## config.mk

```make
export PLATFORM = sky130hd
export DESIGN_NAME = cgra_config_loader
export DESIGN_NICKNAME = d
export VERILOG_FILES = /design/src/rtl/cgra_cfg_pkg.sv /design/src/rtl/cgra_cfg_decode.sv /design/src/rtl/cgra_config_loader.sv
export SDC_FILE = /design/constraint.sdc
export NUM_CORES = 1
export LEC_CHECK = 0
export CAP_MARGIN = 20
export CORE_MARGIN = 4
export CORE_UTILIZATION = 35
export DETAILED_ROUTE_END_ITERATION = 10
export GPL_TIMING_DRIVEN = 0
export PLACE_DENSITY = 0.55
export SLEW_MARGIN = 30
export SYNTH_ARGS = -nofsm -noshare
export SYNTH_HDL_FRONTEND = slang
export SYNTH_SLANG_ARGS = --single-unit
```

## constraint.sdc

```tcl
create_clock -name clk -period 2.9 [get_ports clk]
set_input_delay 0.58 -clock clk [delete_from_list [all_inputs] [get_ports clk]]
set_output_delay 0.58 -clock clk [all_outputs]
set_load 0.03 [all_outputs]
```

## src/rtl/cgra_cfg_pkg.sv

```systemverilog
// Shared types and header layout for the CGRA configuration loader.
package cgra_cfg_pkg;

  typedef enum logic [1:0] {S_HDR, S_LO, S_HI, S_EMIT} cfg_state_t;

  localparam int BCAST_BIT   = 8;
  localparam int N_LSB       = 16;
  localparam int N_MSB       = 23;
  localparam int CFG_FRAME_W = 64;

  // Packet header word. The low byte carries {y, x}; only the low
  // 2*COORD_WIDTH bits of it are meaningful.
  typedef struct packed {
    logic [7:0] rsvd_hi;
    logic [7:0] n;
    logic [6:0] rsvd_mid;
    logic       bcast;
    logic [7:0] coord;
  } cfg_hdr_t;

  function automatic logic [7:0] hdr_n(input cfg_hdr_t h);
    return h.n;
  endfunction

  function automatic logic hdr_bcast(input cfg_hdr_t h);
    return h.bcast;
  endfunction

endpackage

```

## src/rtl/cgra_cfg_decode.sv

```systemverilog
// Target decoder: tile coordinates (or broadcast) to a per-tile strobe vector.
module cgra_cfg_decode
  import cgra_cfg_pkg::*;
#(
  parameter int ROWS        = 4,
  parameter int COLS        = 4,
  parameter int COORD_WIDTH = 4,
  parameter int NUM_TILES   = ROWS * COLS
) (
  input  logic [COORD_WIDTH-1:0] i_x,
  input  logic [COORD_WIDTH-1:0] i_y,
  input  logic                   i_bcast,
  output logic [NUM_TILES-1:0]   o_strobe,
  output logic                   o_in_range
);

  // Broadcast lights every tile; a unicast lights bit y*COLS+x only when in range.
  always_comb begin
    o_strobe   = '0;
    o_in_range = (32'(i_x) < 32'(COLS)) && (32'(i_y) < 32'(ROWS));
    if (i_bcast) begin
      o_strobe = '1;
    end else if (o_in_range) begin
      for (int t = 0; t < NUM_TILES; t++) begin
        if (t == int'(i_y) * COLS + int'(i_x)) o_strobe[t] = 1'b1;
      end
    end
  end

endmodule

```

## src/rtl/cgra_config_loader.sv

```systemverilog
// Host word stream -> 64-bit config frames with per-tile strobes.
module cgra_config_loader
  import cgra_cfg_pkg::*;
#(
  parameter  int ROWS        = 4,
  parameter  int COLS        = 4,
  parameter  int COORD_WIDTH = 4,
  localparam int NUM_TILES   = ROWS * COLS
) (
  input  logic                   clk,
  input  logic                   rst,
  input  logic [31:0]            in_data,
  input  logic                   in_valid,
  output logic                   in_ready,
  output logic [CFG_FRAME_W-1:0] config_frame,
  output logic [NUM_TILES-1:0]   config_valid,
  output logic                   busy,
  output logic                   done,
  output logic                   err,
  output logic [15:0]            frame_count
);

  cfg_state_t r_state, w_next;
  logic                   r_live;       // low for the cycle following reset
  logic [COORD_WIDTH-1:0] r_x, r_y;
  logic                   r_bcast;
  logic                   r_drop;       // packet target is out of range
  logic [7:0]             r_remaining;
  logic [31:0]            r_lo;
  logic [CFG_FRAME_W-1:0] r_frame;
  logic [NUM_TILES-1:0]   r_cfg_valid;
  logic                   r_done;
  logic                   r_err;
  logic [15:0]            r_frame_count;

  logic                   w_accept;
  logic                   w_hdr_bcast;
  logic [7:0]             w_hdr_n;
  logic [COORD_WIDTH-1:0] w_dec_x, w_dec_y;
  logic                   w_dec_bcast;
  logic [NUM_TILES-1:0]   w_strobe;
  logic                   w_in_range;

  assign w_hdr_bcast = hdr_bcast(in_data);
  assign w_hdr_n     = hdr_n(in_data);
  assign w_accept    = in_valid && in_ready;

  // While idle the decoder looks at the incoming header so range errors are
  // flagged at header accept; otherwise it decodes the latched packet target.
  assign w_dec_x     = (r_state == S_HDR) ? in_data[COORD_WIDTH-1:0] : r_x;
  assign w_dec_y     = (r_state == S_HDR) ? in_data[2*COORD_WIDTH-1:COORD_WIDTH] : r_y;
  assign w_dec_bcast = (r_state == S_HDR) ? w_hdr_bcast : r_bcast;

  cgra_cfg_decode #(
    .ROWS(ROWS), .COLS(COLS), .COORD_WIDTH(COORD_WIDTH), .NUM_TILES(NUM_TILES)
  ) u_decode (
    .i_x       (w_dec_x),
    .i_y       (w_dec_y),
    .i_bcast   (w_dec_bcast),
    .o_strobe  (w_strobe),
    .o_in_range(w_in_range)
  );

  assign config_frame = r_frame;
  assign config_valid = r_cfg_valid;
  assign done         = r_done;
  assign err          = r_err;
  assign frame_count  = r_frame_count;

  // State register.
  always_ff @(posedge clk) begin
    if (rst) r_state <= S_HDR;
    else     r_state <= w_next;
  end

  // Next-state and handshake outputs.
  always_comb begin
    w_next   = r_state;
    in_ready = r_live && (r_state != S_EMIT);
    busy     = (r_state != S_HDR);
    case (r_state)
      S_HDR:   if (w_accept && (w_hdr_n != 8'd0)) w_next = S_LO;
      S_LO:    if (w_accept) w_next = S_HI;
      S_HI:    if (w_accept) w_next = S_EMIT;
      S_EMIT:  w_next = (r_remaining == 8'd1) ? S_HDR : S_LO;
      default: w_next = S_HDR;
    endcase
  end

  // Header latch, word assembly, strobe/done pulses and the frame counter.
  always_ff @(posedge clk) begin
    if (rst) begin
      r_live        <= 1'b0;
      r_x           <= '0;
      r_y           <= '0;
      r_bcast       <= 1'b0;
      r_drop        <= 1'b0;
      r_remaining   <= '0;
      r_lo          <= '0;
      r_frame       <= '0;
      r_cfg_valid   <= '0;
      r_done        <= 1'b0;
      r_err         <= 1'b0;
      r_frame_count <= '0;
    end else begin
      r_live      <= 1'b1;
      r_done      <= 1'b0;
      r_cfg_valid <= '0;
      case (r_state)
        S_HDR: if (w_accept) begin
          r_x         <= in_data[COORD_WIDTH-1:0];
          r_y         <= in_data[2*COORD_WIDTH-1:COORD_WIDTH];
          r_bcast     <= w_hdr_bcast;
          r_remaining <= w_hdr_n;
          r_drop      <= !w_hdr_bcast && !w_in_range;
          if (!w_hdr_bcast && !w_in_range) r_err <= 1'b1;
          if (w_hdr_n == 8'd0) r_done <= 1'b1;
        end
        S_LO: if (w_accept) r_lo <= in_data;
        S_HI: if (w_accept) begin
          // Dropped frames leave the bus untouched and strobe nothing.
          r_cfg_valid <= w_strobe;
          if (!r_drop) r_frame <= {in_data, r_lo};
          if (r_remaining == 8'd1) r_done <= 1'b1;
        end
        S_EMIT: begin
          r_remaining <= r_remaining - 8'd1;
          if (!r_drop) r_frame_count <= r_frame_count + 16'd1;
        end
        default: ;
      endcase
    end
  end

endmodule

```

# Word level (Yosys, flattened, before mapping)
# Cells that the tools add are included.
[totals]
regBits = 151
input_bits = 35
out_inout_bits = 100
wordCells = 100
[classes]
addsub = 3
order_cmp = 2
n_eq_ne = 24
muxes = 34
bitwise = 3
n_reduce_logical = 21
[ops]
columns = ["operator", "count"]
rows = [
  ["5-bit by 32-bit equality test with 1-bit output (first input constant)", 8],
  ["4-bit by 32-bit equality test with 1-bit output (first input constant)", 4],
  ["32-bit logical NOT", 1],
  ["16-bit 2-to-1 mux", 2],
  ["1-bit 2-to-1 mux", 23],
  ["16-bit by 1-bit adder with 16-bit output (second input constant)", 1],
  ["8-bit case mux with 2 select lines", 1],
  ["2-bit by 7-bit equality test with 1-bit output (first input constant)", 2],
  ["3-bit AND reduction", 3],
  ["8-bit by 1-bit equality test with 1-bit output (second input constant)", 1],
  ["8-bit logical NOT", 1],
  ["4-bit by 3-bit less-than comparator with 1-bit output (second input constant)", 2],
  ["4-bit 2-to-1 mux", 2],
  ["8-bit 2-to-1 mux", 1],
  ["2-bit != test (second input constant)", 4],
  ["2-bit case mux with 4 select lines", 1],
  ["2-bit AND reduction", 4],
  ["8-bit nonzero test", 1],
  ["8-bit by 1-bit subtractor with 8-bit output (second input constant)", 1],
  ["6-bit by 4-bit adder with 7-bit output", 1],
  ["1-bit by 7-bit equality test with 1-bit output (first input constant)", 1],
  ["2-bit 2-to-1 mux", 3],
  ["1-bit logical AND", 5],
  ["2-bit equality test (second input constant)", 2],
  ["8 further kinds", 12],
]

# Longest topological paths before layout
[logic_depth]
word_depth = 7
ltp_mapped = 11

# Modules after synthesis
# A second synthesis with hierarchy kept.
[hier_totals]
cells_unflattened = 730
hier_area_um2 = 5997.0
[by_module_without_submodules]
columns = ["module", "instances", "cells_per_inst", "area_per_inst_um2", "seq_area_each_um2"]
rows = [
  ["cgra_config_loader", 1, 696, 5695.5, 3022.9],
  ["cgra_cfg_decode", 1, 34, 301.5, 0.0],
]

# Worst setup path before layout
# No wires, ideal clock.
[synth_timing]
kind = "register -> register"
startpoint = "reg r_state[0]"
endpoint = "reg r_cfg_valid[12], in the netlist config_valid[12]"
t_arrival_ns = 2.558
path_slack_ns = 0.267
path_stages_with_launch = 12
n_path_buf = 2
path_cell_list = "dfxtp_1 > inv_1 > ha_1 > clkbuf_1 > buf_2 > mux2_2 > ha_1 > fa_1 > nor2b_1 > and4bb_2 > a21oi_1 > o21ai_0"
[synth_between]
elab_chain_len = 7
word_cells_on_any_way = 19
[synth_rtl]
columns = ["element", "line", "source"]
rows = [
  ["start, declared", "cgra_config_loader.sv:23", "cfg_state_t r_state, w_next;"],
  ["start signal, assigned", "cgra_config_loader.sv:73", "else r_state <= w_next;"],
  ["2-bit logical NOT", "cgra_config_loader.sv:50, cgra_config_loader.sv:51, cgra_config_loader.sv:52", ""],
  ["4-bit 2-to-1 mux (on tied branches)", "cgra_config_loader.sv:50, cgra_config_loader.sv:51", ""],
  ["6-bit by 4-bit adder with 7-bit output", "cgra_cfg_decode.sv:25", "if (t == int'(i_y) * COLS + int'(i_x)) o_strobe[t] = 1'b1;"],
  ["5-bit by 32-bit equality test with 1-bit output", "cgra_cfg_decode.sv:25", ""],
  ["1-bit 2-to-1 mux", "cgra_cfg_decode.sv:25", ""],
  ["16-bit 2-to-1 mux", "cgra_cfg_decode.sv:23", "end else if (o_in_range) begin"],
  ["16-bit 2-to-1 mux", "cgra_cfg_decode.sv:21", "if (i_bcast) begin"],
  ["end signal, assigned", "cgra_config_loader.sv:122", "r_cfg_valid <= w_strobe;"],
  ["end, declared", "cgra_config_loader.sv:31", "logic [NUM_TILES-1:0] r_cfg_valid;"],
]
# Several ways; a longest one is shown, not always the timed one.
# A chain may end at the register's enable or synchronous reset.

# Final worst setup path
[layout_timing]
startpoint = "reg r_state[0]"
endpoint = "reg r_cfg_valid[10], in the netlist config_valid[10]"
# The elaborated chain is that of the path after synthesis.

==> flow_summary.html <==
<table>
<tr><th>Metric</th><th>Value</th></tr>
<tr><th colspan="2">Layout</th></tr>
<tr><td>Summed area of non-filler cells in the final layout</td><td>0.00810 mm²</td></tr>
<tr><td>Ant. Diodes</td><td>0</td></tr>
<tr><td>Commonest cells after routing, fill and taps aside</td><td>sky130_fd_sc_hd__nand2_1 (223), sky130_fd_sc_hd__dfxtp_1 (151), sky130_fd_sc_hd__clkdlybuf4s50_1 (134), sky130_fd_sc_hd__a21oi_1 (123)</td></tr>
<tr><td>Most frequent standard cell in the layout excluding fill and tap cells</td><td>sky130_fd_sc_hd__nand2_1</td></tr>
<tr><td>Fraction of final layout cells sized beyond drive strength 1</td><td>just over 8%</td></tr>
<tr><td>Area growth from synthesis to layout</td><td>37.7%</td></tr>
<tr><td>Total Nets Final</td><td>910</td></tr>
<tr><th colspan="2">Clock network</th></tr>
<tr><td>Clock transition time at the flip-flop clock pins of the worst setup and hold paths</td><td>0.06 ns</td></tr>
<tr><td>Cell at the root of the clock tree</td><td>sky130_fd_sc_hd__clkbuf_16</td></tr>
<tr><td>Insertion delay of the later-clocked pin in the worst-skew pair</td><td>approximately 0.42 ns</td></tr>
<tr><td>Number of buffers inserted during clock tree synthesis</td><td>17</td></tr>
<tr><td>Post-cts gate resize count</td><td>2</td></tr>
<tr><td>Total number of clock tree sinks</td><td>151</td></tr>
<tr><td>Post-CTS Setup Bufs</td><td>0</td></tr>
<tr><td>Buffer depth of the longest clock path</td><td>2</td></tr>
<tr><td>CTS tree</td><td>built</td></tr>
<tr><td>Number of buffers inserted by hold repair at cts</td><td>0</td></tr>
<tr><td>H-Tree Depth</td><td>4</td></tr>
<tr><th colspan="2">Synth</th></tr>
<tr><td>Number of different library cells in the post-synthesis netlist</td><td>54</td></tr>
<tr><td>Cell Area, Synth</td><td>about 0.006 mm²</td></tr>
<tr><td>Flip-flop cell with the highest count after synthesis</td><td>sky130_fd_sc_hd__dfxtp_1</td></tr>
<tr><td>Average instance area after synthesis</td><td>8.23 µm²</td></tr>
<tr><td>Flops &amp; latches, synth</td><td>151</td></tr>
<tr><td>Top area cells in the synthesized netlist</td><td>sky130_fd_sc_hd__dfxtp_1 (51%), sky130_fd_sc_hd__nand2_1 (14%), sky130_fd_sc_hd__a21oi_1 (10%)</td></tr>
<tr><td>Post-Syn Instances</td><td>715</td></tr>
<tr><td>Fraction of synthesis flops using an asynchronous set or reset pin</td><td>0%</td></tr>
<tr><td>Cell taking the most area after synthesis</td><td>sky130_fd_sc_hd__dfxtp_1</td></tr>
<tr><td>Synthesized netlist net count</td><td>759</td></tr>
<tr><td>Share of synthesized area occupied by flip-flops and latches</td><td>51.4%</td></tr>
<tr><td>Number of enable flip-flop cells after synthesis</td><td>0</td></tr>
<tr><td>Fraction of synthesized cell area taken by the top area cell type</td><td>51.4%</td></tr>
<tr><td>Yosys warns</td><td>0</td></tr>
<tr><th colspan="2">Floorplan</th></tr>
<tr><td>Die extent in x</td><td>138 µm</td></tr>
<tr><td>Site row count</td><td>47</td></tr>
<tr><td>Ports placed on the boundary</td><td>135</td></tr>
<tr><td>Effective utilization at floorplan</td><td>35.6%</td></tr>
<tr><td>Die Outline Area</td><td>between 0.015 and 0.02 mm²</td></tr>
<tr><td>Die height</td><td>around 140 µm</td></tr>
<tr><td>Placeable core region</td><td>0.0165 mm²</td></tr>
<tr><th colspan="2">Worst setup path</th></tr>
<tr><td>Cell with the largest stage delay on the worst path</td><td>sky130_fd_sc_hd__fa_1</td></tr>
<tr><td>Largest stage delay on the critical path</td><td>around 0.45 ns</td></tr>
<tr><td>Critical Path End Type</td><td>flip-flop</td></tr>
<tr><td>CP Data Arrival Time</td><td>3.07 ns</td></tr>
<tr><td>Reg2Reg Launch Point</td><td>r_state[0]$_SDFFE_PP0P_</td></tr>
<tr><td>CP Launch Type</td><td>flip-flop</td></tr>
<tr><td>Top delay family on crit path</td><td>adder cells</td></tr>
<tr><td>Reg2Reg Depth</td><td>9</td></tr>
<tr><td>Endpoint of the most critical register-to-register path</td><td>config_valid[10]$_SDFF_PP0_</td></tr>
<tr><td>Required time reported for the critical path endpoint</td><td>3.23 ns</td></tr>
<tr><td>CP Cell Sequence</td><td>inv_1, ha_4, buf_4, mux2_2, ha_1, fa_1, nor4_1, a41oi_1, o21ai_0</td></tr>
<tr><td>Maximum fanout along the worst path</td><td>10</td></tr>
<tr><td>Worst Setup Path Type</td><td>reg -&gt; reg</td></tr>
<tr><td>Setup slack of the most critical reg-to-reg path</td><td>0.16 ns</td></tr>
<tr><td>Startpoint of the worst setup timing path</td><td>r_state[0]$_SDFFE_PP0P_</td></tr>
<tr><td>Number of buffer and inverter stages on the critical path</td><td>2</td></tr>
<tr><th colspan="2">Global route</th></tr>
<tr><td>Overall overflow remaining after global route</td><td>0</td></tr>
<tr><td>Total global routing track utilization</td><td>18.1%</td></tr>
<tr><td>Number of antenna violations at the first check in global routing</td><td>0</td></tr>
<tr><td>Vias in the first global route</td><td>5246</td></tr>
<tr><td>Maximum number of pins on one net before global-route repair</td><td>17</td></tr>
<tr><td>First-pass GRT wire length</td><td>26700 µm</td></tr>
<tr><th colspan="2">Route</th></tr>
<tr><td>Number of DRC markers after the initial detailed-route iteration</td><td>205</td></tr>
<tr><td>DR pass1 iterations</td><td>5</td></tr>
<tr><td>Final ANT Viol Nets</td><td>0</td></tr>
<tr><td>DRC violations left</td><td>0</td></tr>
<tr><td>Sum of routed wire length over all layers</td><td>16800 µm</td></tr>
<tr><td>Via-to-Cell Ratio</td><td>4.86</td></tr>
<tr><td>Via count</td><td>approximately 5300</td></tr>
<tr><td>Routed WL per cell</td><td>15.3 µm</td></tr>
<tr><th colspan="2">Worst hold path</th></tr>
<tr><td>Worst min-delay path startpoint</td><td>r_lo[3]$_SDFFE_PP0P_</td></tr>
<tr><td>Endpoint with the worst hold slack</td><td>config_frame[3]$_SDFFE_PP0P_</td></tr>
<tr><td>WHS Path Cells</td><td>2</td></tr>
<tr><td>Worst min-delay path category</td><td>reg -&gt; reg</td></tr>
<tr><th colspan="2">Placement</th></tr>
<tr><td>Standard cell area after detailed placement</td><td>around 0.0075 mm²</td></tr>
<tr><td>Gpl congestion</td><td>0.840</td></tr>
<tr><td>HPWL after detailed placement</td><td>12700 µm</td></tr>
<tr><td>Worst setup slack before clock tree synthesis</td><td>-0.215 ns</td></tr>
<tr><td>I/O Buffers</td><td>134</td></tr>
<tr><th colspan="2">Power</th></tr>
<tr><td>Combinational share of power</td><td>17.2%</td></tr>
<tr><td>Internal power of the cells</td><td>3.85 mW</td></tr>
<tr><td>Fraction of power spent switching nets</td><td>28.3%</td></tr>
<tr><td>Sequential Power Share</td><td>a little over two fifths</td></tr>
<tr><td>Part of the total power dissipated in the clock network</td><td>40.9%</td></tr>
<tr><td>Power density normalized to cell area</td><td>662 mW/mm²</td></tr>
<tr><td>Largest vdd supply drop</td><td>0.425 mV</td></tr>
<tr><td>Leakage power of the design</td><td>2.80 nW</td></tr>
<tr><td>Switching power of the nets</td><td>1.51 mW</td></tr>
<tr><th colspan="2">STA</th></tr>
<tr><td>Rel. slew slack</td><td>45.3%</td></tr>
<tr><td>Min Tclk post-route</td><td>2.74 ns</td></tr>
<tr><td>Final setup violation count</td><td>0</td></tr>
<tr><td>Worst path setup slack after routing</td><td>approximately 0.16 ns</td></tr>
<tr><td>Measured slew at the worst slew-check pin</td><td>between 0.8 and 0.9 ns</td></tr>
<tr><td>Worst-case clock skew</td><td>0.00933 ns</td></tr>
<tr><td>Total count of hold-check failures in the final report</td><td>0</td></tr>
<tr><td>Max frequency</td><td>365 MHz</td></tr>
<tr><td>Part of the cycle the worst path needs</td><td>between 90 and 100%</td></tr>
<tr><td>Max-slew violation count</td><td>0</td></tr>
<tr><th colspan="2">Run</th></tr>
<tr><td>Number of maximum-capacitance violations</td><td>0</td></tr>
<tr><th colspan="2">Status</th></tr>
<tr><td>Result of the run</td><td>finished clean</td></tr>
</table>
## power by group through the flow
stage               Clock (mW)  Combinational (mW)  Sequential [mW]
floorplan                    0               0.547             2.33
global placement             0               0.872             2.29
detailed placement           0               0.887             2.30
CTS                       2.22               0.903             2.25
global route              2.33                1.02             2.26
finish                    2.19               0.920             2.25
## registers in the layout, summed over array words and instances (netlist names), 2 cells and up
name          flops
config_frame     64
r_lo             32
config_valid     16
frame_count      16
r_remaining       8
r_x               4
r_y               4
r_state           2
## cells by family after synthesis
logic type	synth area share (%)
multiplexers	2.06
flip-flops	51.4
AND/OR/NAND/NOR	24.2
adder cells (fa/ha/maj)	2.04
AO/OA/AOI/OAI	14.3
XOR/XNOR	1.49
buffers and inverters	4.57
## tightest hold or removal path: stages, from the launching register on
cell and delay [ns]:
sky130_fd_sc_hd__dfxtp_1 0.31, sky130_fd_sc_hd__nand2_1 0.05, sky130_fd_sc_hd__a21oi_1 0.05
## synth_stat cells (4+ instances only)
cell / count
sky130_fd_sc_hd__nand2_1: 223
sky130_fd_sc_hd__dfxtp_1: 151
sky130_fd_sc_hd__a21oi_1: 123
sky130_fd_sc_hd__nor2_1: 23
sky130_fd_sc_hd__o21ai_0: 23
sky130_fd_sc_hd__clkbuf_1: 21
sky130_fd_sc_hd__buf_2: 14
sky130_fd_sc_hd__inv_1: 12
sky130_fd_sc_hd__nor2b_1: 10
sky130_fd_sc_hd__mux2_2: 9
sky130_fd_sc_hd__nand3_1: 9
sky130_fd_sc_hd__ha_1: 8
sky130_fd_sc_hd__nor3_1: 8
sky130_fd_sc_hd__buf_4: 7
sky130_fd_sc_hd__o21ai_1: 6
sky130_fd_sc_hd__xor2_1: 6
sky130_fd_sc_hd__nand4_1: 5
sky130_fd_sc_hd__nand3b_1: 4
sky130_fd_sc_hd__nor4_1: 4
sky130_fd_sc_hd__xnor2_1: 4
## layout make-up
type,count,area [µm²]
fillers,1608,8430
flip-flops and latches,151,3020
multi-input cells,506,2610
repair buffers,134,1340
clock buffers,18,439
well taps,220,275
plain buffers,43,215
clock inverters,14,150
inverters,13,48.8
## how the worst max path moves through the flow
stage	depth (start not counted)	end	slack (ns)
2_1_floorplan	11	config_valid[12]$_SDFF_PP0_	0.27
3_3_place_gp	11	config_valid[15]$_SDFF_PP0_	-0.13
3_5_place_dp	11	config_valid[7]$_SDFF_PP0_	-0.21
4_1_cts	5	in_ready	0.008
5_1_grt	10	config_valid[15]$_SDFF_PP0_	-0.03
6_report	9	config_valid[10]$_SDFF_PP0_	0.16
## through the flow
step	setup TNS (ns)	total power, mW	instances	hold slack (ns)	utilization (%)
after floorplan	0	2.87	715	0.432	-
after global placement	-1.36	3.16	1069	0.437	45.4
after detailed placement	-2.68	3.18	1069	0.445	45.4
after CTS	0	5.38	1100	0.451	49.0
after global routing	-0.0931	5.61	1099	0.455	49.0
final	0	5.36	1099	0.449	49.0
## per-layer routing
layer | vias up | share of wire, % | GRT usage (%)
met2 | 144 | 49 | 30.6
met3 | 15 | 5.7 | 3.73
li1 | 2696 | - | -
met5 | - | 0 | 0
met1 | 2483 | 44 | 22.9
met4 | 0 | 1.3 | 6.54
Power figures use the tool's default switching activity.
